`config.mk`:
```
export PLATFORM = sky130hd
export DESIGN_NAME = readout_scheduler
export DESIGN_NICKNAME = d
export VERILOG_FILES = /design/src/rtl/readout_scheduler.sv
export SDC_FILE = /design/constraint.sdc
export NUM_CORES = 1
export LEC_CHECK = 0
export CAP_MARGIN = 20
export CORE_MARGIN = 2
export CORE_UTILIZATION = 40
export DETAILED_ROUTE_END_ITERATION = 6
export PLACE_DENSITY = 0.68
export SYNTH_ARGS = -nofsm -noshare
export SYNTH_HDL_FRONTEND = slang
export SYNTH_SLANG_ARGS = --single-unit
```
`constraint.sdc`:
```
create_clock -name clk -period 2.4 [get_ports clk]
set_input_delay 0.36 -clock clk [delete_from_list [all_inputs] [get_ports clk]]
set_output_delay 0.36 -clock clk [all_outputs]
set_load 0.02 [all_outputs]
```
`src/rtl/readout_scheduler.sv`:
```
// Frame readout controller: header, RTC slot and enabled channel slots shifted out MSB-first.
// Define READOUT_PARITY_EN to append an even-parity bit to every word.
module readout_scheduler #(
  parameter int          N_SLOT  = 16,
  parameter int          WIDTH   = 12,
  parameter logic [3:0]  HDR_TAG = 4'hA
) (
  input  logic                       clk,
  input  logic                       reset,
  input  logic                       trigger,
  input  logic [N_SLOT-2:0]          ch_mask,
  input  logic [WIDTH-1:0]           data_in,
  input  logic                       sout_ready,
  output logic [$clog2(N_SLOT)-1:0]  sel,
  output logic                       sout,
  output logic                       sout_valid,
  output logic                       busy,
  output logic                       counter_rst,
  output logic                       frame_done,
  output logic                       overrun,
  output logic [7:0]                 frame_seq
);

  localparam int SW = $clog2(N_SLOT);
`ifdef READOUT_PARITY_EN
  localparam int WLEN = WIDTH + 1;
`else
  localparam int WLEN = WIDTH;
`endif
  localparam int CW = $clog2(WLEN + 1);

  typedef enum logic [2:0] {
    S_IDLE, S_HDR, S_SHIFT, S_SEL, S_LOAD, S_CLEAR
  } state_t;

  state_t              state;
  logic [WLEN-1:0]     sreg;
  logic [CW-1:0]       bit_cnt;
  logic [SW-1:0]       slot;
  logic                hdr_word;
  logic [N_SLOT-2:0]   mask_q;
  logic                trig_q;
  logic                next_found;
  logic [SW-1:0]       next_slot;

  function automatic logic [WLEN-1:0] frame_word(input logic [WIDTH-1:0] w);
`ifdef READOUT_PARITY_EN
    return {w, ^w};
`else
    return w;
`endif
  endfunction

  // Lowest enabled slot above the current one; the header is always followed by slot 0.
  always_comb begin
    next_found = 1'b0;
    next_slot  = '0;
    if (hdr_word) begin
      next_found = 1'b1;
    end else begin
      for (int j = N_SLOT - 1; j >= 1; j--) begin
        if (j > int'(slot) && mask_q[j-1]) begin
          next_found = 1'b1;
          next_slot  = SW'(j);
        end
      end
    end
  end

  // Handshake: a bit transfers on any rising edge where sout_valid && sout_ready;
  // while sout_ready is low in SHIFT, sout and all state hold.
  assign busy       = (state != S_IDLE);
  assign sout_valid = (state == S_SHIFT);
  assign sout       = sout_valid & sreg[WLEN-1];

  always_ff @(posedge clk) begin
    if (reset) begin
      state       <= S_IDLE;
      sreg        <= '0;
      bit_cnt     <= '0;
      slot        <= '0;
      hdr_word    <= 1'b0;
      mask_q      <= '0;
      trig_q      <= 1'b0;
      sel         <= '0;
      counter_rst <= 1'b0;
      frame_done  <= 1'b0;
      overrun     <= 1'b0;
      frame_seq   <= '0;
    end else begin
      trig_q      <= trigger;
      counter_rst <= 1'b0;
      frame_done  <= 1'b0;
      if (trigger && !trig_q && state != S_IDLE) overrun <= 1'b1;
      case (state)
        S_IDLE: begin
          if (trigger) begin
            mask_q <= ch_mask;
            state  <= S_HDR;
          end
        end
        S_HDR: begin
          sreg     <= frame_word(WIDTH'({HDR_TAG, frame_seq}));
          bit_cnt  <= CW'(WLEN);
          hdr_word <= 1'b1;
          slot     <= '0;
          state    <= S_SHIFT;
        end
        S_SHIFT: begin
          if (sout_ready) begin
            sreg    <= sreg << 1;
            bit_cnt <= bit_cnt - CW'(1);
            if (bit_cnt == CW'(1)) begin
              hdr_word <= 1'b0;
              if (next_found) begin
                slot  <= next_slot;
                sel   <= next_slot;
                state <= S_SEL;
              end else begin
                sel         <= '0;
                counter_rst <= 1'b1;
                frame_done  <= 1'b1;
                state       <= S_CLEAR;
              end
            end
          end
        end
        S_SEL: state <= S_LOAD;
        S_LOAD: begin
          sreg    <= frame_word(data_in);
          bit_cnt <= CW'(WLEN);
          state   <= S_SHIFT;
        end
        S_CLEAR: begin
          frame_seq <= frame_seq + 8'd1;
          state     <= S_IDLE;
        end
        default: state <= S_IDLE;
      endcase
    end
  end

endmodule

```
# After elaboration in Yosys (flattened, before gate mapping)
# Index checks and enable logic that the tools add are counted.
dict set report totals {
  regBits 54
  word_cells 124
  in_bits 31
}
dict set report op_classes {
  addsub 2
  reduce_logical 32
  bitwise 4
  order_cmp 15
  eq_ne 10
  muxes 50
}
# op n
set op_table {}
lappend op_table {{4-bit two-way mux} 21}
lappend op_table {{12-bit one-hot mux with 3 select lines} 1}
lappend op_table {{4-bit greater-than comparator, first input constant} 8}
lappend op_table {{1-bit two-way mux} 19}
lappend op_table {{1-bit logical AND} 17}
lappend op_table {{3-bit by 4-bit greater-than comparator with 1-bit output, first input constant} 4}
lappend op_table {{4-bit one-hot mux with 2 select lines} 2}
lappend op_table {{12-bit two-way mux} 1}
lappend op_table {{3-bit two-way mux} 4}
lappend op_table {{3-bit one-hot mux with 4 select lines} 1}
lappend op_table {{3-bit AND reduction} 3}
lappend op_table {{8-bit by 1-bit adder with 8-bit output, second input constant} 1}
lappend op_table {{2-bit by 4-bit greater-than comparator with 1-bit output, first input constant} 2}
lappend op_table {{3-bit by 2-bit == test with 1-bit output, second input constant} 2}
lappend op_table {{3-bit == test, second input constant} 2}
lappend op_table {{2-bit AND reduction} 3}
lappend op_table {{3-bit nonzero test} 2}
lappend op_table {{4-bit by 1-bit == test with 1-bit output, second input constant} 1}
lappend op_table {{1-bit by 4-bit greater-than comparator with 1-bit output, first input constant} 1}
lappend op_table {{2-bit by 1-bit != test with 1-bit output, second input constant} 2}
lappend op_table {{2-bit != test, second input constant} 2}
lappend op_table {{4-bit AND reduction} 1}
lappend op_table {{2-bit nonzero test} 2}
lappend op_table {{4-bit OR reduction} 1}
lappend op_table {{other kinds (8)} 10}

# Depth between registers and ports, before layout
dict set report logic_depth {
  word_depth 22
  mapped_depth 7
  depth_no_buf 7
}

# Least setup slack after synthesis
# Ideal clock, no wire load.
dict set report synth_path {
  kind {reg-to-reg}
  startpoint {reg slot[0]}
  endpoint {reg slot[2]}
  slack_ns 0.738
  path_buffers 1
  stages_incl_launch_ff 8
  t_required_ns 2.329
  period_less_slack_ns 1.662
  setup_ns 0.071
  t_arrival_ns 1.592
  path_cell_list {dfxtp_1 buf_4 a21bo_2 a21boi_0 nor4b_4 nand2b_4 a221oi_4 o2bb2ai_1}
}
dict set report synth_between {
  elab_chain_len 22
  elab_cells_between_ends 68
}
# item line
set synth_rtl {}
lappend synth_rtl {{from (decl)} 39} ;# logic [SW-1:0] slot;
lappend synth_rtl {{from (signal assigned)} 116} ;# slot <= next_slot;
lappend synth_rtl {{4-bit greater-than comparator} 62} ;# if (j > int'(slot) && mask_q[j-1]) begin
lappend synth_rtl {{1-bit logical AND} 62}
lappend synth_rtl {{4-bit two-way mux (15 in a row)} 62}
lappend synth_rtl {{4-bit two-way mux} 58} ;# if (hdr_word) begin
lappend synth_rtl {{4-bit two-way mux} 115} ;# if (next_found) begin
lappend synth_rtl {{4-bit two-way mux} 113} ;# if (bit_cnt == CW'(1)) begin
lappend synth_rtl {{4-bit two-way mux} 110} ;# if (sout_ready) begin
lappend synth_rtl {{4-bit one-hot mux with 2 select lines} 95} ;# case (state)
# Parallel ways exist; a longest one is shown, timed or not. The select of a mux whose other input is x is not followed.
# A chain may end at the register's enable or synchronous reset.

# Worst setup path after layout
dict set report layout_path {
  startpoint {reg state[0]}
  endpoint {out sout_valid}
}
dict set report layout_between {
  elab_chain_len 1
}
# item line
set layout_rtl {}
lappend layout_rtl {{from (decl)} 36} ;# state_t state;
lappend layout_rtl {{from (signal assigned)} 78} ;# state <= S_IDLE;
lappend layout_rtl {{from (signal assigned)} 99} ;# state <= S_HDR;
lappend layout_rtl {{from (signal assigned)} 107} ;# state <= S_SHIFT;
lappend layout_rtl {{3-bit by 2-bit == test with 1-bit output} 73} ;# assign sout_valid = (state == S_SHIFT);
lappend layout_rtl {{to (decl)} 16} ;# output logic sout_valid,
# Every way passes these cells.

==> out/results.txt <==
Clock-pin slew was measured on the worst setup and hold paths at 90 ps. For the number of nets produced by synthesis, the log shows 379. The worst hold path belongs to the class register to register. TritonCTS built the clock tree. The synthesized design contains 54 register bits. The number of buffer cells added on primary ports is 48, and the share of the clock period used by the worst path is 93.42%.

The internal portion of the total power is 0.001355 W. Maximum VDD drop: 0.0002063 V. Summed over all layers, the global routing overflow is 0.

The worst clock skew on the final layout was 7.301 ps. The critical path goes through nor2_1 -> nand2_1 -> inv_1 -> clkdlybuf4s50_1. 49 I/O pins were placed. The number of antenna violations at the first check in global routing is 0, and the number of warnings issued by yosys is 0.

Data on the critical path is required at its endpoint by 2040 ps. The die covers 7636 µm². Proportion of total power due to net switching: 29.21%.

In this run, CTS created clock tree buffers numbering 5. The number of global-route vias before repair is 2345, and the average detailed-routed wire length per instance is 14.36 µm. The clock period minus worst slack was 2242 ps; the number of endpoints failing setup at the final stage was 0. The fraction of synthesized cell area taken by the top area cell type is 38.87%, and the source-to-sink clock delay at the later pin of the worst-skew pair is 300 ps. The pre-antenna-repair detailed-routing pass consisted of 4 iterations. The buffering stage count on the worst path with inverters included was 2; the proportion of synthesized chip area in sequential cells was 38.87%. The most used flip-flop cell after synthesis is sky130_fd_sc_hd__dfxtp_1.

The via density per instance is 5.531. Entering global routing, the biggest net connects 28 pins. The first global-routing pass estimated 10980 µm of wire.

In this run the worst path has a maximum fanout of 13. The tools report the number of inserted diodes as 0. Once the floorplan was initialized, standard cells occupied 41.17% of the core. The depth of the critical timing path with buffers and inverters included came out at 4.

The flow ran to the end, and the final reports show no timing, DRC or antenna violations. Static timing analysis puts the maximum clock frequency at 446.0 MHz. The run gives 56 as the number of different library cells in the post-synthesis netlist.

The HPWL after detailed placement is 4866 µm. After detailed routing, the total wire length is 6705 µm. The tools report the placeable core region as 6756 µm². The biggest area consumer among synthesized cells was sky130_fd_sc_hd__dfxtp_1. At the pin with the least slew margin, the transition time is 597.7 ps. Among all stages on the critical path, the largest delay is contributed by sky130_fd_sc_hd__clkdlybuf4s50_1. The initial DRC count is 148, and the number of levels the H-tree was split into is 2.

Once layout is complete, the utilization of the core stands at 50.15%. The tools report the capture point of the worst path as sout_valid. Summed over all nets, the switching power comes to 0.0005591 W. Power spread over the standard cell area amounts to 565.0 nW/µm². Sequential cells account for 52.6% of the total power.

Global routing used 17.94% of the available tracks. The average cell area after synthesis works out to 8.062 µm². The worst hold path begins at sel[3]. The post-route netlist has 6.460% of its cells at a drive strength greater than 1.

Broken down by cell family, the worst path's largest delay share belongs to buffers and inverters. After synthesis, the most frequently instantiated cells are 56 x sky130_fd_sc_hd__nand2_1, 54 x sky130_fd_sc_hd__dfxtp_1, 36 x sky130_fd_sc_hd__nor2_1. Tracing the worst setup path back leads to its startpoint at state[0]. The synthesized design contains 0 enable-type register cells. The startpoint of the most critical register-to-register path is slot[1].

The cell count after synthesis came out at 345. Across all layers, the routed design uses 2583 vias. The tools report the clock network power share as 25.2%.

The setup path with the least slack is of type register to output port. The fraction of registers with async set or reset after synthesis was 0%. Measured in cells, the most critical reg-to-reg path has a length of 6. In this run the register-to-register setup slack is 340 ps. The final sum of negative setup slack was 0 ps. By area the synthesized netlist is led by sky130_fd_sc_hd__dfxtp_1 39%, sky130_fd_sc_hd__nand2_1 7.6%, sky130_fd_sc_hd__a21oi_1 5.2%.

The die is 87.39 µm tall. The tools report the clock tree buffer depth as 2. The largest incremental delay on the critical path came out at 620 ps. The count of nets left with antenna violations once routing finished came out at 0. Relative to the synthesized area, the layout overhead comes to 21.82%.

Max-cap violations in this run came to 0. The most instantiated library cell after synthesis was sky130_fd_sc_hd__nand2_1. Headroom to the max-slew limit came out at 60.16%. The worst setup path is launched from a register. The run gives 453.4 ps as the final worst hold slack. For this design, the sink count on the clock tree is 54. The logs give 0 for the number of max-slew violations in the final report and 1880 ps for the arrival time at the worst endpoint. Per report_power, the combinational group accounts for 22.2% of the total.

The hold violation total from the final report is 0, and the summed instance area of the synthesized netlist is 2781 µm². Summed over all cells, the static leakage comes to 1.235 nW. Setup repair after global routing left no endpoint under its margin. In the routed design, unresolved DRC markers number 0. CTS root buffer: sky130_fd_sc_hd__clkbuf_8.

In this run the post-CTS setup repair buffer count came out at 0. The routability-driven placement congestion ratio came out at 0.9079. The endpoint identified for the worst register-to-register timing path is slot[2].

The run gives 421 as the final-stage net count. Horizontal die dimension: 87.39 µm. The row count came out at 30. The tools report the category of the worst setup path capture point as an output port.
metrics by stage:
stage,cells,area (µm²),worst slack [ps],total power (W)
floorplan,345,2781,737.5,0.001303
global placement,460,3311,364.4,0.001440
finish,467,3388,157.8,0.001914
CTS,467,3387,7.352,0.001926
detailed placement,460,3311,316.0,0.001448
global route,467,3388,16.88,0.002019
power groups by stage:
stage	sequential [W]	combinational, W	clock [W]
after floorplan	0.00101	0.000296	0
after global placement	0.00102	0.000416	0
after detailed placement	0.00102	0.000423	0
after CTS	0.00100	0.000425	0.000496
after global routing	0.00101	0.000472	0.000533
final	0.00101	0.000425	0.000483
worst register-to-register path, stage by stage, from the launching register on:
cell and delay [ps]:
sky130_fd_sc_hd__dfxtp_1 640, sky130_fd_sc_hd__nor2_1 200, sky130_fd_sc_hd__a31oi_2 260, sky130_fd_sc_hd__nor4b_4 300
sky130_fd_sc_hd__nand2b_4 100, sky130_fd_sc_hd__a221oi_4 340, sky130_fd_sc_hd__o2bb2ai_1 150
how the worst min path moves through the flow:
stage                            to  cells past startpoint
after floorplan           mask_q[2]                      2
after global placement       sel[3]                      2
after detailed placement     sel[0]                      2
after CTS                    sel[3]                      2
after global routing         sel[3]                      2
final                        sel[3]                      2
registers in the layout, indices dropped and copies added, names as in the netlist, 3 cells and up:
signal	count
bit_cnt	4
frame_seq	8
mask_q	15
sel	4
slot	4
sreg	12
state	3
cell usage in the layout (no fill, tap or decap), drive strengths merged, types with 2 or more instances in the layout:
cell           instances
mux2i                  3
o22ai                 11
nor3                   3
and3                   5
nand4                  4
nand2b                 8
dfxtp                 54
inv                   12
ha                     3
xor2                   8
nand2                 56
a21boi                 4
nor2b                  3
a211oi                10
o21ai                 15
o2bb2ai                3
o21a                   5
a22oi                  3
o31ai                  3
a21bo                  2
nand3                 10
nand4b                 2
a2bb2oi                2
clkdlybuf4s50         47
buf                    8
o221ai                 7
a31oi                  3
clkbuf                 8
a311oi                 3
nor2                  36
a21oi                 29
routing by layer:
| metal | routed length [µm] | global-route usage, % |
|---|---|---|
| met4 | 35 | 3.776 |
| met5 | 0 | 0 |
| met2 | 3024 | 28.24 |
| met1 | 3398 | 25.64 |
| met3 | 247 | 3.223 |
area by class of cell:
type	count	area (µm²)
Sequential cell	54	1082
Tap cell	80	100.1
Clock buffer	7	76.32
Inverter	12	45.04
Multi-Input combinational cell	258	1549
Fill cell	654	3368
Timing Repair Buffer	56	535.5
cell families after synthesis:
group,Yosys count,share of synthesized area (%)
and+or+nand+nor,134,22.72
muxes,3,1.080
adders and majority gates,3,1.350
DFF,54,38.87
AOI/OAI and AO/OA,109,27.71
xor gates and xnor gates,9,2.834
buffers and inverters,33,5.443
timing repair:
action                                  4_1_cts  5_1_grt
gates resized for setup                       0        1
hold endpoints to repair                      0        0
hold buffers                                  0        0
endpoints found under the setup margin        0        1
No activity file was read; power rests on OpenSTA's default activity.
